**src/rtl/or8_serial_tx.sv**
```systemverilog
// or8_serial_tx: computes Y = A | B in two nibble steps, then streams Y out one bit
// per accepted valid/ready handshake and pulses done after the last bit.
module or8_serial_tx #(
    parameter int unsigned LSB_FIRST = 1
) (
    input  logic       clk,
    input  logic       rst,
    input  logic       start,
    input  logic [7:0] A,
    input  logic [7:0] B,
    output logic       busy,
    output logic [7:0] Y,
    output logic       sdata,
    output logic       svalid,
    input  logic       sready,
    output logic       done
);

    typedef enum logic [2:0] {
        StIdle,
        StCalcLo,
        StCalcHi,
        StShift,
        StDone
    } state_e;

    state_e     r_state;
    state_e     w_state_next;
    logic [7:0] r_a;
    logic [7:0] w_a_next;
    logic [7:0] r_b;
    logic [7:0] w_b_next;
    logic [7:0] r_y;
    logic [7:0] w_y_next;
    logic [2:0] r_idx;
    logic [2:0] w_idx_next;
    logic [2:0] w_sel;

    // Bit of Y offered on the serial line for the current index.
    assign w_sel = (LSB_FIRST != 0) ? r_idx : (3'd7 - r_idx);
    assign Y     = r_y;

    // State and datapath registers; reset wins over everything, including start.
    always_ff @(posedge clk) begin
        if (rst) begin
            r_state <= StIdle;
            r_a     <= 8'h00;
            r_b     <= 8'h00;
            r_y     <= 8'h00;
            r_idx   <= 3'd0;
        end else begin
            r_state <= w_state_next;
            r_a     <= w_a_next;
            r_b     <= w_b_next;
            r_y     <= w_y_next;
            r_idx   <= w_idx_next;
        end
    end

    // Next-state, datapath updates and Moore outputs.
    always_comb begin
        w_state_next = r_state;
        w_a_next     = r_a;
        w_b_next     = r_b;
        w_y_next     = r_y;
        w_idx_next   = r_idx;
        busy         = 1'b1;
        svalid       = 1'b0;
        sdata        = 1'b0;
        done         = 1'b0;

        unique case (r_state)
            StIdle: begin
                busy = 1'b0;
                if (start) begin
                    w_a_next     = A;
                    w_b_next     = B;
                    w_idx_next   = 3'd0;
                    w_state_next = StCalcLo;
                end
            end
            StCalcLo: begin
                // Upper nibble is cleared here and filled on the next cycle.
                w_y_next     = {4'h0, r_a[3:0] | r_b[3:0]};
                w_state_next = StCalcHi;
            end
            StCalcHi: begin
                w_y_next[7:4] = r_a[7:4] | r_b[7:4];
                w_state_next  = StShift;
            end
            StShift: begin
                svalid = 1'b1;
                sdata  = r_y[w_sel];
                if (sready) begin
                    if (r_idx == 3'd7) begin
                        w_idx_next   = 3'd0;
                        w_state_next = StDone;
                    end else begin
                        w_idx_next = r_idx + 3'd1;
                    end
                end
            end
            StDone: begin
                done         = 1'b1;
                w_state_next = StIdle;
            end
            default: begin
                w_state_next = StIdle;
            end
        endcase
    end

endmodule

```
**config.mk**
```make
export PLATFORM = sky130hd
export DESIGN_NAME = or8_serial_tx
export DESIGN_NICKNAME = d
export VERILOG_FILES = /design/src/rtl/or8_serial_tx.sv
export SDC_FILE = /design/constraint.sdc
export NUM_CORES = 1
export LEC_CHECK = 0
export CAP_MARGIN = 15
export CORE_ASPECT_RATIO = 0.75
export CORE_UTILIZATION = 43
export CTS_CLUSTER_DIAMETER = 40
export DETAILED_ROUTE_END_ITERATION = 8
export PLACE_DENSITY_LB_ADDON = 0.3
export SLEW_MARGIN = 20
export SYNTH_ARGS = -nofsm -noshare
export SYNTH_HDL_FRONTEND = slang
export SYNTH_SLANG_ARGS = --single-unit
```
**constraint.sdc**
```tcl
create_clock -name clk -period 1.45 [get_ports clk]
set_clock_uncertainty 0.05 [all_clocks]
set_input_delay 0.145 -clock clk [delete_from_list [all_inputs] [get_ports clk]]
set_output_delay 0.145 -clock clk [all_outputs]
set_load 0.005 [all_outputs]
```
==> flow_metrics.py, run 1 <==
metrics = {
    "critical_path": {
        "critPathLaunch": "r_idx[0]$_SDFFE_PP0P_",
        "crit_fanout": 3,
        "path_class": "reg -> out",
        "reg2reg_from": "r_state[1]$_SDFFE_PP0P_",
        "timing.rr.end": "Y[5]$_SDFFE_PP0P_",
        "crit_path_end_kind": "primary output",
        "r2r_cells": 4,
        "startpoint_type": "flop",
        "required_ns": 1.25,
        "cp_data_arrival_time_ns": 1.45,
        "rrSetupSlack_ns": -0.14,
        "critical_path.endpoint": "sdata",
    },
    "logic_synthesis": {
        "synth-seq-cells": 30,
        "synth_top_family_by_area": "simple AND/OR/NAND/NOR gates",
        "synth_top_cell_area_share_pct": 46.7,
        "avgSynthCellArea_sq_um": 8.62,
        "synthXorXnorAreaFrac_pct": 0,
        "synth_area_leaders": "dfxtp_1 47%, nand2_1 9.6%, a21oi_1 9.0%",
        "yosysSeqAreaShare_pct": 46.7,
        "syn_nets": 171,
        "synth-compound-area-share_pct": 11.0,
        "yosys.area_share.simple_pct": 30.4,
        "synth_mux_area_share_pct": 3.51,
        "yosys.area_share.adder_pct": 1.95,
        "synth.largest_area_cell": "dfxtp_1",
        "syn_area_sq_um": 1280,
        "synth_cell_types": 27,
        "ys_warn_count": 0,
        "syn_inst": 149,
    },
    "layout": {
        "fin_cells": 243,
        "antennaDiodeCount": 0,
        "nets": 230,
        "final_layout_size_suffix_gt1_share_pct": 55.6,
        "area_delta_synth_final_pct": 73.9,
        "nFillCells": 165,
    },
    "floorplanning": {
        "coreArea_sq_um": 2720,
        "rows": 16,
        "initial_core_util_pct": 47.2,
        "die_area_sq_um": 3210,
        "die_y_um": 49.3,
        "ios": 32,
        "dieWidth_um": 65.1,
    },
    "status": {
        "status": "finished with violations",
        "violations": "setup timing",
    },
    "global_routing": {
        "first_global_vias": 1287,
        "grt_pass1_wl_um": 5920,
        "grt_busiest_layer": "met2",
        "antenna_found_initial": 0,
        "grt_overflow_total": 0,
        "grt.met3_usage_pct": 10.5,
        "grt_use_met2_pct": 43.1,
        "use_met1_pct": 28.0,
        "grt_max_degree": 16,
        "grt_usage_pct": 25.5,
    },
    "route": {
        "viasPerCell": 5.75,
        "ant_nets": 0,
        "detailroute.via_count": 1397,
        "drt_iter0_markers": 80,
        "dr.pass1.iters": 5,
        "totalWireLength_um": 4660,
        "drc_errors": 0,
        "wl_per_cell_um": 19.2,
    },
    "clocking": {
        "clk_latency_ns": 0.30,
        "cts_root_buffer": "clkbuf_8",
        "htree_num_levels": 2,
        "clk_pin_slew_worst_paths_ns": 0.06,
        "cts.sinks": 30,
        "cts_buffers": 5,
        "cts_max_path_buffers": 2,
        "cts_tree": "yes",
    },
    "place": {
        "hpwl_um": 2430,
        "placed_cells": 229,
        "port_buffers": 31,
        "place_congestion": 0.764,
        "place_ws_ns": -0.241,
    },
    "job": {
        "drv_cap": 0,
    },
    "pwr": {
        "cellPowerDensity_nw_per_um2": 977,
        "p_int_mw": 1.54,
        "p_sw_share_pct": 29.3,
        "power_frac_seq_pct": 42.8,
        "p_switching_mw": 0.640,
        "power_frac_comb_pct": 25.1,
        "ir_worst_vdd_mv": 0.890,
        "clkPwrFrac_pct": 32.1,
        "static-leakage-power_nw": 0.904,
    },
    "timing": {
        "worst_slew_pin_slew_ns": 0.545,
        "period_needed_ns": 1.64,
        "setup_viol": 26,
        "min_period_over_period_pct": 113,
        "slew_violations": 0,
        "max_slew_margin_pct": 63.6,
        "rsz0062_at_grt": "true",
        "fin_ws_ns": -0.195,
        "fmax_mhz": 608,
        "hold_viol_final": 0,
    },
    "hold_path": {
        "holdCritPathClass": "in -> reg",
    },
}
==> routing by layer <==
layer  routed length (um)  up-vias
met5                    0        -
met4                  166        0
met3                  323       21
met2                 2340       65
met1                 1830      677
li1                     -      634
==> power by group through the flow <==
stage	clock, mW	sequential (mW)	combinational [mW]
finish	0.701	0.934	0.548
global placement	0	0.929	0.341
global route	0.729	0.937	0.576
floorplan	0	0.927	0.173
detailed placement	0	0.932	0.353
CTS	0.669	0.914	0.398
==> layout make-up <==
class | count | area (sq um) | area share, %
Clock buffer | 6 | 82.6 | 3.70
Inverter | 2 | 7.51 | 0.336
Sequential cell | 30 | 624 | 27.9
Multi-Input combinational cell | 106 | 872 | 39.0
Timing Repair Buffer | 63 | 603 | 27.0
Tap cell | 36 | 45.0 | 2.02
==> synthesized netlist by cell type <==
| master | instances |
|---|---|
| nand2_1 | 33 |
| dfxtp_1 | 30 |
| a21oi_1 | 23 |
| nor3_1 | 18 |
| nand3_1 | 6 |
| nor2_1 | 5 |
| buf_2 | 4 |
| buf_6 | 3 |
| clkbuf_1 | 3 |
| ha_1 | 2 |
| inv_1 | 2 |
| mux4_2 | 2 |
| nor3b_1 | 2 |
| o2111ai_1 | 2 |
| or3b_2 | 2 |
| a21oi_2 | 1 |
| and2_1 | 1 |
| and3b_2 | 1 |
| dlygate4sd3_1 | 1 |
| nand3b_1 | 1 |
| nand4_1 | 1 |
| nand4b_1 | 1 |
| nor2b_1 | 1 |
| nor4b_1 | 1 |
| nor4b_4 | 1 |
| or3_2 | 1 |
| or4b_1 | 1 |
==> metrics by stage <==
| step | utilization, % | setup TNS (ns) | hold WS, ns | instance area (sq um) | total power [mW] |
|---|---|---|---|---|---|
| CTS | 71.0 | -0.293 | 0.353 | 1930 | 1.98 |
| global route | 82.1 | -1.88 | 0.377 | 2230 | 2.24 |
| global placement | 64.1 | -2.45 | 0.395 | 1750 | 1.27 |
| detailed placement | 64.1 | -3.42 | 0.403 | 1750 | 1.29 |
| floorplan | - | 0 | 0.231 | 1280 | 1.10 |
| finish | 82.1 | -1.25 | 0.357 | 2230 | 2.18 |
==> worst min path at each step <==
stage | slack, ns | cells after the start | end | start
finish | 0.36 | 3 | r_b[5]$_SDFFE_PP0P_ | B[5]
global route | 0.38 | 3 | r_a[0]$_SDFFE_PP0P_ | A[0]
CTS | 0.35 | 3 | r_a[6]$_SDFFE_PP0P_ | A[6]
detailed placement | 0.40 | 2 | r_b[7]$_SDFFE_PP0P_ | r_b[7]$_SDFFE_PP0P_
global placement | 0.39 | 2 | r_b[3]$_SDFFE_PP0P_ | r_b[3]$_SDFFE_PP0P_
floorplan | 0.23 | 2 | r_a[0]$_SDFFE_PP0P_ | A[0]
==> kinds of logic after synthesis <==
group,Yosys count
AND/OR/NAND/NOR,76
flip-flops,30
AO/OA/AOI/OAI,26
adder cells (fa/ha/maj),2
buffers and inverters,13
multiplexers,2
==> flip-flops by register name, summed over array words and instances (netlist names) <==
| register | cells |
|---|---|
| Y | 8 |
| r_a | 8 |
| r_b | 8 |
| r_idx | 3 |
| r_state | 3 |
==> cell usage in the layout (no fill, tap or decap), types with 4 or more instances in the layout <==
| cell type | netlist | routed |
|---|---|---|
| nand2_2 | 0 | 16 |
| nand2_4 | 0 | 14 |
| clkdlybuf4s50_1 | 0 | 27 |
| buf_8 | 0 | 4 |
| nor2_1 | 5 | 4 |
| a21oi_2 | 1 | 17 |
| dfxtp_1 | 30 | 19 |
| a21oi_1 | 23 | 7 |
| buf_6 | 3 | 6 |
| buf_4 | 0 | 22 |
| dfxtp_2 | 0 | 7 |
| nor3_1 | 18 | 16 |
| dfxtp_4 | 0 | 4 |
| clkbuf_8 | 0 | 6 |
==> what timing repair did <==
item,4_1_cts,5_1_grt
resized for setup,34,87
hold buffers,0,0
gates cloned,2,1
endpoints found under the hold margin,0,0
buffers inserted,4,1
setup endpoints to repair,26,36
pin swaps,4,40
==> worst max-delay path, cell delays in order, from the launching register on <==
cell	delay, ns
dfxtp_4	0.37
mux4_2	0.54
nand3_2	0.09
nand2_2	0.05
clkbuf_2	0.10
Power figures use the tool's default switching activity.
==> inputs of run 2 (changes only) <==
CTS_CLUSTER_SIZE = 40   (was not set)
HOLD_SLACK_MARGIN = 0.05   (was not set)
==> results of run 2 <==
No change in the layout: final DEF, timing and power equal those of run 1.
==> inputs of run 3 (changes only) <==
--- a/constraint.sdc
+++ b/constraint.sdc
@@ -4,2 +4,2 @@
 set_output_delay 0.145 -clock clk [all_outputs]
-set_load 0.005 [all_outputs]
+set_load 0.02 [all_outputs]
==> run 3 against run 2 <==
Effect of this change:
- the run still ends with setup timing left
- cell count is 3.7% higher
- first-iteration DRC count is 54% higher
- clock power is 17% higher
- sequential share of layout area is 2.8 points lower
- register-to-register slack hardly changed
- wire length is 20% higher
- critical endpoint unchanged
==> flow_metrics.py, run 3 (same netlist as run 1, synthesis figures left out) <==
metrics = {
    "layout": {
        "final_common_cell": "dfxtp_1",
        "multi_input_area_sq_um": 961,
        "most-common-layout-cells": "27 x dfxtp_1, 23 x buf_4, 21 x a21oi_2, 19 x nand2_4, 19 x clkdlybuf4s50_1",
        "fin_cells": 252,
        "nets": 237,
        "antennaDiodeCount": 0,
        "final_layout_size_suffix_gt1_share_pct": 59.7,
        "seqCellArea_sq_um": 612,
        "nFillCells": 116,
        "area_delta_synth_final_pct": 89.6,
    },
    "job": {
        "drv_cap": 0,
    },
    "floorplanning": {
        "coreArea_sq_um": 2720,
        "die_y_um": 49.3,
        "initial_core_util_pct": 47.2,
        "ios": 32,
        "dieWidth_um": 65.1,
        "die_area_sq_um": 3210,
        "rows": 16,
    },
    "place": {
        "place_congestion": 0.797,
        "hpwl_um": 2340,
        "placed_cells": 231,
        "port_buffers": 31,
    },
    "hold_path": {
        "holdCritPathClass": "in -> reg",
    },
    "clocking": {
        "clk_pin_slew_worst_paths_ns": 0.07,
        "cts_max_path_buffers": 2,
        "cts.sinks": 30,
        "cts_root_buffer": "clkbuf_8",
        "cts_buffers": 5,
        "cts_tree": "yes",
        "htree_num_levels": 2,
        "clk_latency_ns": 0.29,
    },
    "critical_path": {
        "cp_data_arrival_time_ns": 1.48,
        "cp_slowest_cell": "mux4_2",
        "cp.buffers_inverters": 1,
        "path_delay_family": "multiplexers",
        "startpoint_type": "flop",
        "crit_path_end_kind": "primary output",
        "path_class": "reg -> out",
        "critPathMaxStageDelay_ns": 0.51,
        "required_ns": 1.25,
        "rrSetupSlack_ns": -0.13,
        "crit_chain": "mux4_2 -> nand3b_1 -> nand2_1 -> buf_6",
        "crit_fanout": 3,
    },
    "timing": {
        "hold_viol_final": 0,
        "slew_violations": 0,
        "max_slew_margin_pct": 74.0,
        "fmax_mhz": 599,
        "rsz0062_at_grt": "true",
        "fin_ws_ns": -0.221,
        "period_needed_ns": 1.67,
        "worst_slew_pin_slew_ns": 0.389,
        "setup_viol": 26,
        "hold_ws_ns": 0.362,
        "min_period_over_period_pct": 115,
        "tns_ns": -2.33,
    },
    "status": {
        "violations": "setup timing",
        "status": "finished with violations",
    },
    "route": {
        "ant_nets": 0,
        "detailroute.via_count": 1478,
        "wl_per_cell_um": 22.2,
        "totalWireLength_um": 5590,
        "dr.pass1.iters": 4,
        "drc_errors": 0,
        "viasPerCell": 5.87,
        "drt_iter0_markers": 123,
    },
    "global_routing": {
        "grt_usage_pct": 30.6,
        "antenna_found_initial": 0,
        "first_global_vias": 1411,
        "grt_overflow_total": 0,
        "grt_max_degree": 31,
        "grt_pass1_wl_um": 7220,
    },
    "pwr": {
        "static-leakage-power_nw": 1.03,
        "ir_worst_vdd_mv": 0.705,
        "cellPowerDensity_nw_per_um2": 998,
    },
}
-- run 3: cell types whose count changed in the layout (fill, tap and decap cells not counted), sizes merged --
cell / delta
dlygate4sd2: +8
clkbuf: +1
clkdlybuf4s15: -1
buf: +9
clkdlybuf4s50: -8
-- run 3: routing by layer --
| metal | up-vias | track usage (%) | wire length (um) |
|---|---|---|---|
| met2 | 102 | 51.4 | 2740 |
| li1 | 654 | - | - |
| met5 | - | 0 | 0 |
| met4 | 0 | 8.70 | 252 |
| met1 | 690 | 37.7 | 2140 |
| met3 | 32 | 9.11 | 451 |
-- run 3: final cells by class --
class                      instances  area share, %
multi-input combinational        106           39.4
timing repair buffer              70           28.8
sequential                        30           25.1
clock buffer                       8           4.52
tap                               36           1.85
inverter                           2          0.308
-- run 3: tightest hold or removal path, cell delays in order --
cell and delay [ns]:
clkdlybuf4s50_1 0.39, nand2_1 0.07, a21oi_2 0.04
-- run 3: final timing paths --
| path | to | startpoint | depth (start not counted) |
|---|---|---|---|
| setup / recovery | sdata | r_idx[0]$_SDFFE_PP0P_ | 4 |
| hold / removal | r_a[6]$_SDFFE_PP0P_ | A[6] | 3 |
| hold reg to reg | r_b[5]$_SDFFE_PP0P_ | r_b[5]$_SDFFE_PP0P_ | 2 |
| setup reg to reg | r_idx[1]$_SDFFE_PP0P_ | r_state[1]$_SDFFE_PP0P_ | 7 |
-- run 3: stage by stage --
step	area, sq um	setup WS, ns	util [%]	total power, mW
5_1_grt	2440	-0.264	89.5	2.49
4_1_cts	2160	-0.199	79.3	2.23
6_report	2440	-0.221	89.5	2.43
3_5_place_dp	1770	-0.327	65.1	1.33
2_1_floorplan	1280	0.0364	-	1.13
3_3_place_gp	1770	-0.286	65.1	1.31
-- run 3: timing repair --
item | CTS | global route
hold buffers | 0 | 0
buffers inserted | 8 | 2
setup endpoints to repair | 39 | 31
pin swaps | 38 | 24
resized for setup | 82 | 69
gates cloned | 3 | 0
-- run 3: power by group --
| group | switching [mW] | internal (mW) |
|---|---|---|
| Sequential | 0.0641 | 0.878 |
| Clock | 0.337 | 0.479 |
| Combinational | 0.328 | 0.346 |
| Total | 0.729 | 1.70 |
